File: src/rtl/mapu_b_pkg.sv
// Shared types for the Matrix APU Block arbiter: FSM state encoding, opcode values
// and the round-robin pointer advance helper.
package mapu_b_pkg;

   typedef enum logic [1:0] {
      ST_IDLE    = 2'd0,
      ST_FWD_IN  = 2'd1,
      ST_FWD_OUT = 2'd2
   } state_e;

   typedef enum logic {
      OP_ADD  = 1'b0,
      OP_MULT = 1'b1
   } op_e;

   // Pointer moves to the slot just after the finishing owner, wrapping at num.
   function automatic int rr_next(input int idx, input int num);
      return (idx + 1 >= num) ? 0 : idx + 1;
   endfunction

endpackage

File: src/rtl/mapu_b_rr_sel.sv
// Round-robin selector: picks the first asserted request at or after ptr, wrapping.
// Purely combinational; produces both a one-hot grant and its index.
module mapu_b_rr_sel #(
   parameter int NUM_REQ = 4,
   parameter int IDW     = $clog2(NUM_REQ)
) (
   input  logic [NUM_REQ-1:0] req_vec,
   input  logic [IDW-1:0]     ptr,
   output logic [NUM_REQ-1:0] gnt_oh,
   output logic [IDW-1:0]     gnt_idx
);

   logic found;
   int   pos;

   always_comb begin
      found   = 1'b0;
      pos     = 0;
      gnt_oh  = '0;
      gnt_idx = '0;
      for (int i = 0; i < NUM_REQ; i++) begin
         pos = int'(ptr) + i;
         if (pos >= NUM_REQ) pos = pos - NUM_REQ;
         if (!found && req_vec[pos]) begin
            found       = 1'b1;
            gnt_oh[pos] = 1'b1;
            gnt_idx     = IDW'(pos);
         end
      end
   end

endmodule

File: src/rtl/mapu_b_arb.sv
// Arbiter sharing one Matrix APU Block among NUM_REQ requesters: round-robin grant,
// 2*DIM input rows forwarded to the APU, DIM result rows returned to the owner.
//
//   state      | meaning
//   -----------+-----------------------------------------------------------
//   ST_IDLE    | no owner; arbitrate among req_i_vld, all handshakes low
//   ST_FWD_IN  | owner's A then B rows passed straight through to the APU
//   ST_FWD_OUT | APU result rows passed straight back to the owner
module mapu_b_arb
   import mapu_b_pkg::*;
#(
   parameter int NUM_REQ    = 4,
   parameter int DATA_WIDTH = 32,
   parameter int DIM        = 3,
   localparam int ROW_W     = DIM * DATA_WIDTH,
   localparam int IDW       = $clog2(NUM_REQ)
) (
   input  logic                       clk,
   input  logic                       reset_n,

   input  logic [NUM_REQ-1:0]         req_i_vld,
   output logic [NUM_REQ-1:0]         req_i_rdy,
   input  logic [NUM_REQ-1:0]         req_i_op,
   input  logic [NUM_REQ*ROW_W-1:0]   req_i_r,

   output logic [NUM_REQ-1:0]         req_o_vld,
   input  logic [NUM_REQ-1:0]         req_o_rdy,
   output logic [ROW_W-1:0]           req_o_r,
   output logic                       req_o_ovf,

   output logic                       apu_i_vld,
   input  logic                       apu_i_rdy,
   output logic                       apu_i_op,
   output logic [ROW_W-1:0]           apu_i_r,

   input  logic                       apu_o_vld,
   output logic                       apu_o_rdy,
   input  logic [ROW_W-1:0]           apu_o_r,
   input  logic                       apu_o_ovf,

   output logic                       busy,
   output logic [IDW-1:0]             gnt_id
);

   localparam int CNT_W = $clog2(2 * DIM + 1);
   localparam logic [CNT_W-1:0] IN_LAST  = CNT_W'(2 * DIM - 1);
   localparam logic [CNT_W-1:0] OUT_LAST = CNT_W'(DIM - 1);

   state_e            state_q,   state_d;
   logic [IDW-1:0]    owner_q,   owner_d;
   logic [IDW-1:0]    ptr_q,     ptr_d;
   logic [CNT_W-1:0]  in_cnt_q,  in_cnt_d;
   logic [CNT_W-1:0]  out_cnt_q, out_cnt_d;
   op_e               op_q,      op_d;

   logic [NUM_REQ-1:0] sel_gnt;
   logic [IDW-1:0]     sel_idx;
   logic               sel_any;
   logic               in_fire;
   logic               out_fire;

   mapu_b_rr_sel #(
      .NUM_REQ (NUM_REQ),
      .IDW     (IDW)
   ) u_rr_sel (
      .req_vec (req_i_vld),
      .ptr     (ptr_q),
      .gnt_oh  (sel_gnt),
      .gnt_idx (sel_idx)
   );

   assign sel_any  = |sel_gnt;
   assign in_fire  = (state_q == ST_FWD_IN)  && req_i_vld[owner_q] && apu_i_rdy;
   assign out_fire = (state_q == ST_FWD_OUT) && apu_o_vld && req_o_rdy[owner_q];

   // Datapath muxing is combinational so the arbiter adds no latency to either direction.
   always_comb begin
      req_i_rdy = '0;
      req_o_vld = '0;
      req_o_r   = '0;
      req_o_ovf = 1'b0;
      apu_i_vld = 1'b0;
      apu_i_r   = '0;
      apu_i_op  = op_q;
      apu_o_rdy = 1'b0;
      case (state_q)
         ST_FWD_IN: begin
            apu_i_vld          = req_i_vld[owner_q];
            req_i_rdy[owner_q] = apu_i_rdy;
            apu_i_r            = req_i_r[int'(owner_q) * ROW_W +: ROW_W];
            // Before the first beat lands the opcode is still live from the requester.
            if (in_cnt_q == '0) apu_i_op = req_i_op[owner_q];
         end
         ST_FWD_OUT: begin
            req_o_vld[owner_q] = apu_o_vld;
            apu_o_rdy          = req_o_rdy[owner_q];
            req_o_r            = apu_o_r;
            req_o_ovf          = apu_o_ovf;
         end
         default: ;
      endcase
   end

   assign busy   = (state_q != ST_IDLE);
   assign gnt_id = (state_q == ST_IDLE) ? '0 : owner_q;

   always_comb begin
      state_d   = state_q;
      owner_d   = owner_q;
      ptr_d     = ptr_q;
      in_cnt_d  = in_cnt_q;
      out_cnt_d = out_cnt_q;
      op_d      = op_q;
      case (state_q)
         ST_IDLE: begin
            if (sel_any) begin
               owner_d   = sel_idx;
               in_cnt_d  = '0;
               out_cnt_d = '0;
               state_d   = ST_FWD_IN;
            end
         end
         ST_FWD_IN: begin
            if (in_fire) begin
               if (in_cnt_q == '0) op_d = op_e'(req_i_op[owner_q]);
               if (in_cnt_q == IN_LAST) begin
                  in_cnt_d = '0;
                  state_d  = ST_FWD_OUT;
               end else begin
                  in_cnt_d = in_cnt_q + CNT_W'(1);
               end
            end
         end
         ST_FWD_OUT: begin
            if (out_fire) begin
               if (out_cnt_q == OUT_LAST) begin
                  out_cnt_d = '0;
                  ptr_d     = IDW'(rr_next(int'(owner_q), NUM_REQ));
                  state_d   = ST_IDLE;
               end else begin
                  out_cnt_d = out_cnt_q + CNT_W'(1);
               end
            end
         end
         default: state_d = ST_IDLE;
      endcase
   end

   always_ff @(posedge clk) begin
      if (!reset_n) begin
         state_q   <= ST_IDLE;
         owner_q   <= '0;
         ptr_q     <= '0;
         in_cnt_q  <= '0;
         out_cnt_q <= '0;
         op_q      <= OP_ADD;
      end else begin
         state_q   <= state_d;
         owner_q   <= owner_d;
         ptr_q     <= ptr_d;
         in_cnt_q  <= in_cnt_d;
         out_cnt_q <= out_cnt_d;
         op_q      <= op_d;
      end
   end

endmodule

File: config.mk
export PLATFORM = sky130hd
export DESIGN_NAME = mapu_b_arb
export DESIGN_NICKNAME = d
export VERILOG_FILES = /design/src/rtl/mapu_b_pkg.sv /design/src/rtl/mapu_b_rr_sel.sv /design/src/rtl/mapu_b_arb.sv
export SDC_FILE = /design/constraint.sdc
export NUM_CORES = 1
export LEC_CHECK = 0
export ABC_AREA = 0
export CELL_PAD_IN_SITES_DETAIL_PLACEMENT = 0
export CELL_PAD_IN_SITES_GLOBAL_PLACEMENT = 1
export CORE_AREA = 2 2 276 278
export CTS_BUF_LIST = sky130_fd_sc_hd__clkbuf_4 sky130_fd_sc_hd__clkbuf_8
export CTS_CLUSTER_SIZE = 28
export DETAILED_ROUTE_END_ITERATION = 10
export DIE_AREA = 0 0 278 280
export PLACE_DENSITY_LB_ADDON = 0.1
export SETUP_SLACK_MARGIN = 0.5
export SLEW_MARGIN = 20
export SYNTH_ARGS = -nofsm -noshare
export SYNTH_HDL_FRONTEND = slang
export SYNTH_SLANG_ARGS = --single-unit
export TNS_END_PERCENT = 30
File: constraint.sdc
create_clock -name clk -period 3.6 [get_ports clk]
set_input_delay 0.54 -clock clk [delete_from_list [all_inputs] [get_ports clk]]
set_output_delay 0.54 -clock clk [all_outputs]
set_load 0.05 [all_outputs]
Word-level counts from Yosys, hierarchy flattened
Index checks and enable logic that the tools add are counted.

operators by class
  equality and inequality tests = 9
  bitwise gates (word level) = 5
  multipliers = 1
  add/subtract/negate cells = 10
  multiplexer cells = 67
  magnitude comparators = 15
  reduce and logical (&&, ||, !) cells = 27
  shift operators = 1

operators with widths
  cell                                                                                  number
  384-bit by 10-bit variable part select with 96-bit output                             1
  96-bit two-way mux                                                                    2
  32-bit by 1-bit greater-or-equal comparator with 1-bit output, second input constant  4
  32-bit by 4-bit < comparator with 1-bit output, second input constant                 4
  32-bit two-way mux                                                                    4
  32-bit by 4-bit greater-or-equal comparator with 1-bit output, second input constant  3
  32-bit by 4-bit subtractor with 32-bit output, second input constant                  3
  1-bit two-way mux                                                                     24
  4-bit two-way mux                                                                     6
  2-bit two-way mux                                                                     11
  3-bit two-way mux                                                                     5
  1-bit binary-select mux with 2-bit select                                             7
  1-bit logical AND                                                                     12
  4-bit OR                                                                              3
  3-bit case mux with 2 select lines                                                    2
  1-bit demux with 2-bit select                                                         5
  3-bit AND reduction                                                                   3
  4-bit bitwise AND                                                                     2
  2-bit by 1-bit adder with 3-bit output, second input constant                         2
  2-bit by 2-bit adder with 3-bit output, second input constant                         2
  3-bit by 1-bit adder with 3-bit output, second input constant                         2
  2-bit inequality test, second input constant                                          3
  2-bit case mux with 3 select lines                                                    1
  2-bit nonzero test                                                                    3
  other kinds (17)                                                                      21

storage, ports and cells
  word-level logic and storage cells = 141
  bits of input ports = 497
  output and inout port bits = 207
  bits in registers = 13

Depth between registers and ports, before layout
Gate-level depths: netlist (run 1).

  word-level depth = 18
  mapped depth = 8
  gate-level depth less buffers = 6

Hierarchy
Synthesis (run 1) repeated with hierarchy kept, for this count alone.

second synthesis, totals
  cells, all modules = 492
  area total of the unflattened synthesis = 4981.0 um^2

by module, submodules not included
  module         cells each  area an instance (um^2)  instances
  mapu_b_arb     443         4524.3                   1
  mapu_b_rr_sel  49          456.7                    1

Least setup slack after synthesis (run 1)
No wires, ideal clock.

  path kind = register -> output
  start = register owner_q[0]
  end = output apu_i_op
  setup slack = 1.067 ns
  cell stages (with the launch flop) = 5
  arrival time = 1.993 ns
  path buffers = 1
  cell sequence = dfxtp_1 buf_2 mux4_2 mux2i_1 o21ai_0

between the ends
  cells in the longest elaborated chain, start to end = 4

RTL lines
  element                                    RTL line           text
  start, declared                            mapu_b_arb.sv:50   logic [IDW-1:0] owner_q, owner_d;
  start signal, assigned                     mapu_b_arb.sv:159  owner_q <= owner_d;
  1-bit binary-select mux with 2-bit select  mapu_b_arb.sv:92   if (in_cnt_q == '0) apu_i_op = req_i_op[owner_q];
  1-bit two-way mux (implied by the code)    mapu_b_arb.sv:92
  1-bit two-way mux                          mapu_b_arb.sv:92
  1-bit two-way mux                          mapu_b_arb.sv:86   case (state_q)
  end, declared                              mapu_b_arb.sv:33   output logic apu_i_op,

No other way between the ends. The select of a mux whose other input is x is not followed.

Final worst setup path (run 1)
  start = register state_q[0]
  end = output apu_i_r[73]

between the ends
  cells in the longest elaborated chain, start to end = 2

RTL lines
  element                                   RTL line           text
  start, declared                           mapu_b_arb.sv:49   state_e state_q, state_d;
  start signal, assigned                    mapu_b_arb.sv:158  state_q <= state_d;
  2-bit by 1-bit == test with 1-bit output  mapu_b_arb.sv:86
  96-bit two-way mux                        mapu_b_arb.sv:86
  end, declared                             mapu_b_arb.sv:34   output logic [ROW_W-1:0] apu_i_r,

No other way between the ends.

==> metrics.md, run 1 <==
| Metric | Value |
|---|---|
| Worst stage delay on the critical path | `0.85 ns` |
| Yosys warns | `0` |
| Antenna viol nets, final | `0` |
| Routed wire length | `44000 um` |
| Top cell type by total area after synthesis | `mux4_2` |
| Syn_nets | `1004` |
| Final core occ | `0.178` |
| Overall routing resource usage | `0.105` |
| Global-route wire length before repair | `58500 um` |
| RD Place Congestion | `0.767` |
| Most used cell, CP | `buf_12` |
| # DRC | `0` |
| #FFs+latches synth | `13` |
| Crit path DAT | `2.56 ns` |
| Largest net degree at the start of global routing | `100` |
| Mean Syn Cell Area | `9.90 um2` |
| Synth cell count leaders | `and2_1 (195), mux4_2 (99), clkbuf_1 (29)` |
| Final Critical Period | `3.10 ns` |
| Leakage | `4.73 nW` |
| Final setup fails | `0` |
| Kind of critical path | `flop to output port` |
| Cell Area, Synth | `4900 um2` |
| Crit. End Element | `output port` |
| Synth async-reset ratio | `0` |
| Worst slew margin | `0.579` |
| Post-synth top area share | `0.455` |
| MaxCap Viol Count | `0` |
| I/O pin count | `704` |
| Clk buf depth | `2` |
| Slew @ Worst Pin | `0.630 ns` |
| Initial antenna violation count | `10` |
| Top-count cell post-synth | `and2_1` |
| CTS sink cnt | `13` |
| Routed len/inst | `20.4 um` |
| Core Rows | `101` |
| Die width | `278 um` |
| Setup crit start kind | `flop` |
| RSZ-0062 raised after global routing | `yes` |
| TritonCTS buffer count | `3` |
| Worst Clk Skew | `0.00280 ns` |
| CP max stage cell | `clkdlybuf4s50_1` |
| Vias/cell | `3.18` |
| Starting Density | `0.0652` |
| Area grow syn2layout | `173%` |
| Core area | `75200 um2` |
| H-tree depth | `1` |
| CTS tree | `done` |
| Final nets | `1686` |
| HPWL Detailed | `38300 um` |
| Worst EP required | `3.06 ns` |
| Max Fclk | `322 MHz` |
| GR Overflow Total | `0` |
| Predominant post-synthesis flop cell | `dfxtp_1` |
| Worst skew pair latency | `0.25 ns` |
| Mapped Cells | `495` |
| Fin crit share | `0.862` |
| VDD IR-drop max | `123 uV` |
| Register area share after synthesis | `0.0531` |
| Worst Path Max Fanout | `39` |
| Largest cells by area after synthesis | `mux4_2 (45%), and2_1 (25%), dfxtp_1 (5.3%)` |
| PwrDens | `162 nW/um2` |
| Max Slew Vio Count | `0` |
| EDFF count, synth | `0` |
| Vias | `6864` |
| CTS root buffer | `clkbuf_8` |
| Number of global-route vias before repair | `7157` |
| Drt first pass iters | `4` |
| Worst-path clk slew | `0.06 ns` |
| Die Ht | `280 um` |
| Share of cells above drive strength 1 | `0.127` |
| # fillers | `8328` |
| Hold Path Class | `flop to flop` |
| Port bufs | `703` |
| Critical Path, Cell by Cell | `nor2b_4, buf_12, buf_12, and2_1, clkdlybuf4s50_1` |
| Final Hold Fails | `0` |
| Initial DRC Count | `184` |
| Status | `finished clean` |
| Synth unique cells | `54` |
| Die area | `77800 um2` |
| Sum Neg Setup Slack | `0 ns` |
what timing repair did:
item                                    4_1_cts  5_1_grt
endpoints found under the setup margin      103       52
gates resized for setup                      12       15
hold buffers                                  0        0
setup buffers                                 4        0
endpoints found under the hold margin         0        0
cell families (layout without fill, tap and decap cells):
group                      after synthesis  count (layout)  synth area share
DFF                                     13              13            0.0531
AOI/OAI and AO/OA                       37              37            0.0551
other                                    0               5                 0
muxes                                  106             106             0.473
and+or+nand+nor                        265             265             0.332
adders and majority gates               12              12            0.0306
buffers and inverters                   62             743            0.0557
metal layers:
metal,part of all wire,vias up,track usage,routed length (um)
met5,0.0010,-,0,44
met4,0.0044,8,0.00804,195
met2,0.56,321,0.208,24600
met1,0.36,3288,0.113,16000
met3,0.073,14,0.0303,3210
li1,-,3233,-,-
power by group:
part / total [mW] / leakage (nW) / switching (mW) / internal (mW)
Clock: 0.146 / 0.0262 / 0.0599 / 0.0859
Combinational: 1.86 / 4.60 / 0.841 / 1.02
Sequential: 0.161 / 0.107 / 0.0128 / 0.149
Total: 2.17 / 4.73 / 0.913 / 1.25
critical path: cells and delay by family, from the launching register on:
kind,cells,cell delay [ns]
buffers and inverters,3,1.26
flip-flops,1,0.55
AND/OR/NAND/NOR,2,0.45
final cells by class:
cell class	count	area (um2)	share of cell area
diodes	5	12.5	0.000936
clock buffers	4	48.8	0.00365
inverters	9	33.8	0.00253
multi-input cells	420	4380	0.328
flip-flops and latches	13	268	0.0200
well taps	978	1220	0.0916
repair buffers	730	7390	0.553
registers in the layout, summed over array words and instances, names as in the netlist:
signal,cells
ptr_q,2
state_q,2
op_q,1
owner_q,2
in_cnt_q,3
out_cnt_q,3
cell usage in the layout, fill, tap and decap left out, types with 3 or more instances in the layout:
master,instances
diode_2,5
clkdlybuf4s50_1,674
and3_1,9
buf_12,11
and2_1,195
inv_1,9
nand3_1,10
o21ai_0,3
mux2i_1,4
clkbuf_8,3
buf_4,18
dlygate4sd2_1,12
dfxtp_1,11
dlymetal6s2s_1,15
a31oi_1,5
mux4_2,99
nand2_1,13
o22ai_1,5
nand2b_1,3
nor2_1,11
a21oi_1,9
ha_1,12
path summary, 6_finish.rpt:
kind / startpoint / to / slack, ns / cells past startpoint
setup / recovery: state_q[0] / apu_i_r[73] / 0.50 / 5
hold / removal: op_q / op_q / 0.49 / 2
setup reg to reg: ptr_q[0] / owner_q[0] / 1.41 / 6
hold reg to reg: op_q / op_q / 0.49 / 2
stage by stage:
step                      power, mW  setup slack [ns]  cells  hold slack (ns)  area (um2)
after floorplan                1.08              1.07    495            0.449        4900
after global placement         2.06             0.414   2146            0.470       13200
after detailed placement       2.05             0.425   2146            0.477       13200
after CTS                      2.22             0.334   2154            0.486       13300
after global routing           2.30             0.307   2158            0.510       13400
final                          2.17             0.497   2159            0.486       13400
(Power assumes the default switching activity.)
==> inputs of run 2 (changes only) <==
--- a/config.mk
+++ b/config.mk
@@ -13,7 +13,7 @@
 export CTS_CLUSTER_SIZE = 28
 export DETAILED_ROUTE_END_ITERATION = 10
 export DIE_AREA = 0 0 278 280
-export PLACE_DENSITY_LB_ADDON = 0.1
+export PLACE_DENSITY = 0.42
 export SETUP_SLACK_MARGIN = 0.5
 export SLEW_MARGIN = 20
 export SYNTH_ARGS = -nofsm -noshare
==> constraint.sdc (replaced) <==
create_clock -name clk -period 4 [get_ports clk]
set_input_delay 0.6 -clock clk [delete_from_list [all_inputs] [get_ports clk]]
set_output_delay 0.6 -clock clk [all_outputs]
set_load 0.02 [all_outputs]
==> run 2 against run 1 <==
  * Combinational power fell by 23%
  * Highest routed layer unchanged
  * Worst setup slack improved by 0.28 ns
  * First-iteration DRC count is 9.8% higher
==> metrics.md, run 2 (synthesis gave the netlist of run 1 again) <==
| Metric | Value |
|---|---|
| Status | `finished clean` |
| Clk network pwr share | `0.071` |
| CP max stage cell | `mux4_1` |
| DP Area | `13200 um2` |
| Largest net degree at the start of global routing | `103` |
| Worst EP required | `3.40 ns` |
| Hold_ws | `0.478 ns` |
| Final core occ | `0.176` |
| Die Ht | `280 um` |
| CP delay by family, top | `buffers and inverters` |
| Overall routing resource usage | `0.101` |
| Most used cell, CP | `clkdlybuf4s50_1` |
| Die width | `278 um` |
| Antenna viol nets, final | `0` |
| Sw Ratio | `0.347` |
| Final setup fails | `0` |
| # DRC | `0` |
| Max Fclk | `311 MHz` |
| P_int | `1.12 mW` |
| Routed len/inst | `19.8 um` |
| Post-CTS Hold Fix Bufs | `0` |
| CTS sink cnt | `13` |
| Most frequent cells in the layout | `clkdlybuf4s50_1 (703), and2_1 (195), mux4_2 (99)` |
| Setup crit start kind | `input pin` |
| Logic pwr share | `0.835` |
| Share of cells above drive strength 1 | `0.118` |
| Global-route wire length before repair | `57300 um` |
| Sum Neg Setup Slack | `0 ns` |
| Critical Path, Cell by Cell | `clkdlybuf4s50_1, mux4_1, and2_1, clkdlybuf4s50_1` |
| Switch Pwr | `0.595 mW` |
| Die area | `77800 um2` |
| Worst stage delay on the critical path | `0.65 ns` |
| Routed wire length | `42500 um` |
| Vias/cell | `3.26` |
| Final instance area | `13200 um2` |
| CTS tree | `done` |
| RSZ-0062 raised after global routing | `no` |
| Crit. End Element | `output port` |
| # fillers | `8301` |
| Max Slew Vio Count | `0` |
| TritonCTS buffer count | `3` |
| Area grow syn2layout | `170%` |
| Initial antenna violation count | `11` |
| CTS root buffer | `clkbuf_8` |
| WP buf/inv | `2` |
| Worst-path clk slew | `0.06 ns` |
| Port bufs | `703` |
| Final Critical Period | `3.22 ns` |
| Number of global-route vias before repair | `7347` |
| PwrDens | `130 nW/um2` |
| I/O pin count | `704` |
| Final nets | `1677` |
| Commonest non-fill, non-tap cell in the layout | `clkdlybuf4s50_1` |
| Initial DRC Count | `202` |
| Core area | `75200 um2` |
| Final Hold Fails | `0` |
| Worst Clk Skew | `0.00671 ns` |
| Placed cell count | `2141` |
| Sequential fraction of design power | `0.094` |
| Hold Path Class | `flop to flop` |
| Worst skew pair latency | `0.25 ns` |
| Area of the multi-input gates | `4380 um2` |
| Clk buf depth | `2` |
| Reg area | `268 um2` |
| Core Rows | `101` |
| Worst Slack Setup Final | `0.780 ns` |
| Starting Density | `0.0652` |
| Leakage | `4.39 nW` |
| Total chip power | `1.71 mW` |
| Drt first pass iters | `4` |
| GR Overflow Total | `0` |
| Worst slack at placement | `0.782 ns` |
| Largest regs | `in_cnt_q: 3 flops, out_cnt_q: 3 flops` |
| H-tree depth | `1` |
| VDD IR-drop max | `64.6 uV` |
| Worst slew margin | `0.523` |
| CTS resizes | `0` |
| MaxCap Viol Count | `0` |
| Kind of critical path | `input pin to output port` |
| HPWL Detailed | `36900 um` |
| Post CTS Setup Buffer Count | `0` |
| Fin cells | `2147` |
| Worst Path Max Fanout | `14` |
| Crit path DAT | `2.62 ns` |
| Slew @ Worst Pin | `0.714 ns` |
| RD Place Congestion | `0.766` |
| Vias | `6990` |
| Fin crit share | `0.805` |
run 2: cell types whose count changed in the layout (fill, tap and decap cells not counted):
| cell | before | now |
|---|---|---|
| buf_12 | 11 | 7 |
| buf_4 | 18 | 11 |
| clkbuf_4 | 1 | 0 |
| clkdlybuf4s50_1 | 674 | 703 |
| clkinv_2 | 0 | 1 |
| diode_2 | 5 | 2 |
| dlygate4sd2_1 | 12 | 0 |
| dlymetal6s2s_1 | 15 | 0 |
run 2: path summary, 6_finish.rpt:
kind | from | to | slack (ns) | cells after the start
max reg2reg | ptr_q[0] | owner_q[0] | 1.09 | 6
min reg2reg | op_q | op_q | 0.48 | 2
min | op_q | op_q | 0.48 | 2
max | req_i_vld[3] | apu_i_vld | 0.78 | 4
run 2: per-layer routing:
metal,GRT usage,share of wire,vias to the layer above
li1,-,-,3207
met1,0.118,0.39,3367
met2,0.188,0.52,378
met3,0.0316,0.079,24
met4,0.00665,0.0063,14
met5,0,0.0022,-
run 2: worst min-delay path: stages, from the launching register on:
cell and delay, ns:
dfxtp_1 0.32, nand2_1 0.06, a21oi_1 0.05
run 2: layout make-up:
cell class / count / share of cell area
antenna: 2 / 0.000379
clock buffer: 3 / 0.00312
clock inverter: 1 / 0.000379
inverter: 9 / 0.00256
multi-input combinational: 420 / 0.332
sequential: 13 / 0.0203
tap: 978 / 0.0926
timing repair buffer: 721 / 0.549
run 2: power by group through the flow:
stage	Sequential, mW	Clock, mW	Combinational (mW)
floorplan	0.141	0	0.598
global placement	0.167	0	1.46
detailed placement	0.168	0	1.46
CTS	0.165	0.129	1.47
global route	0.165	0.135	1.53
finish	0.160	0.122	1.43
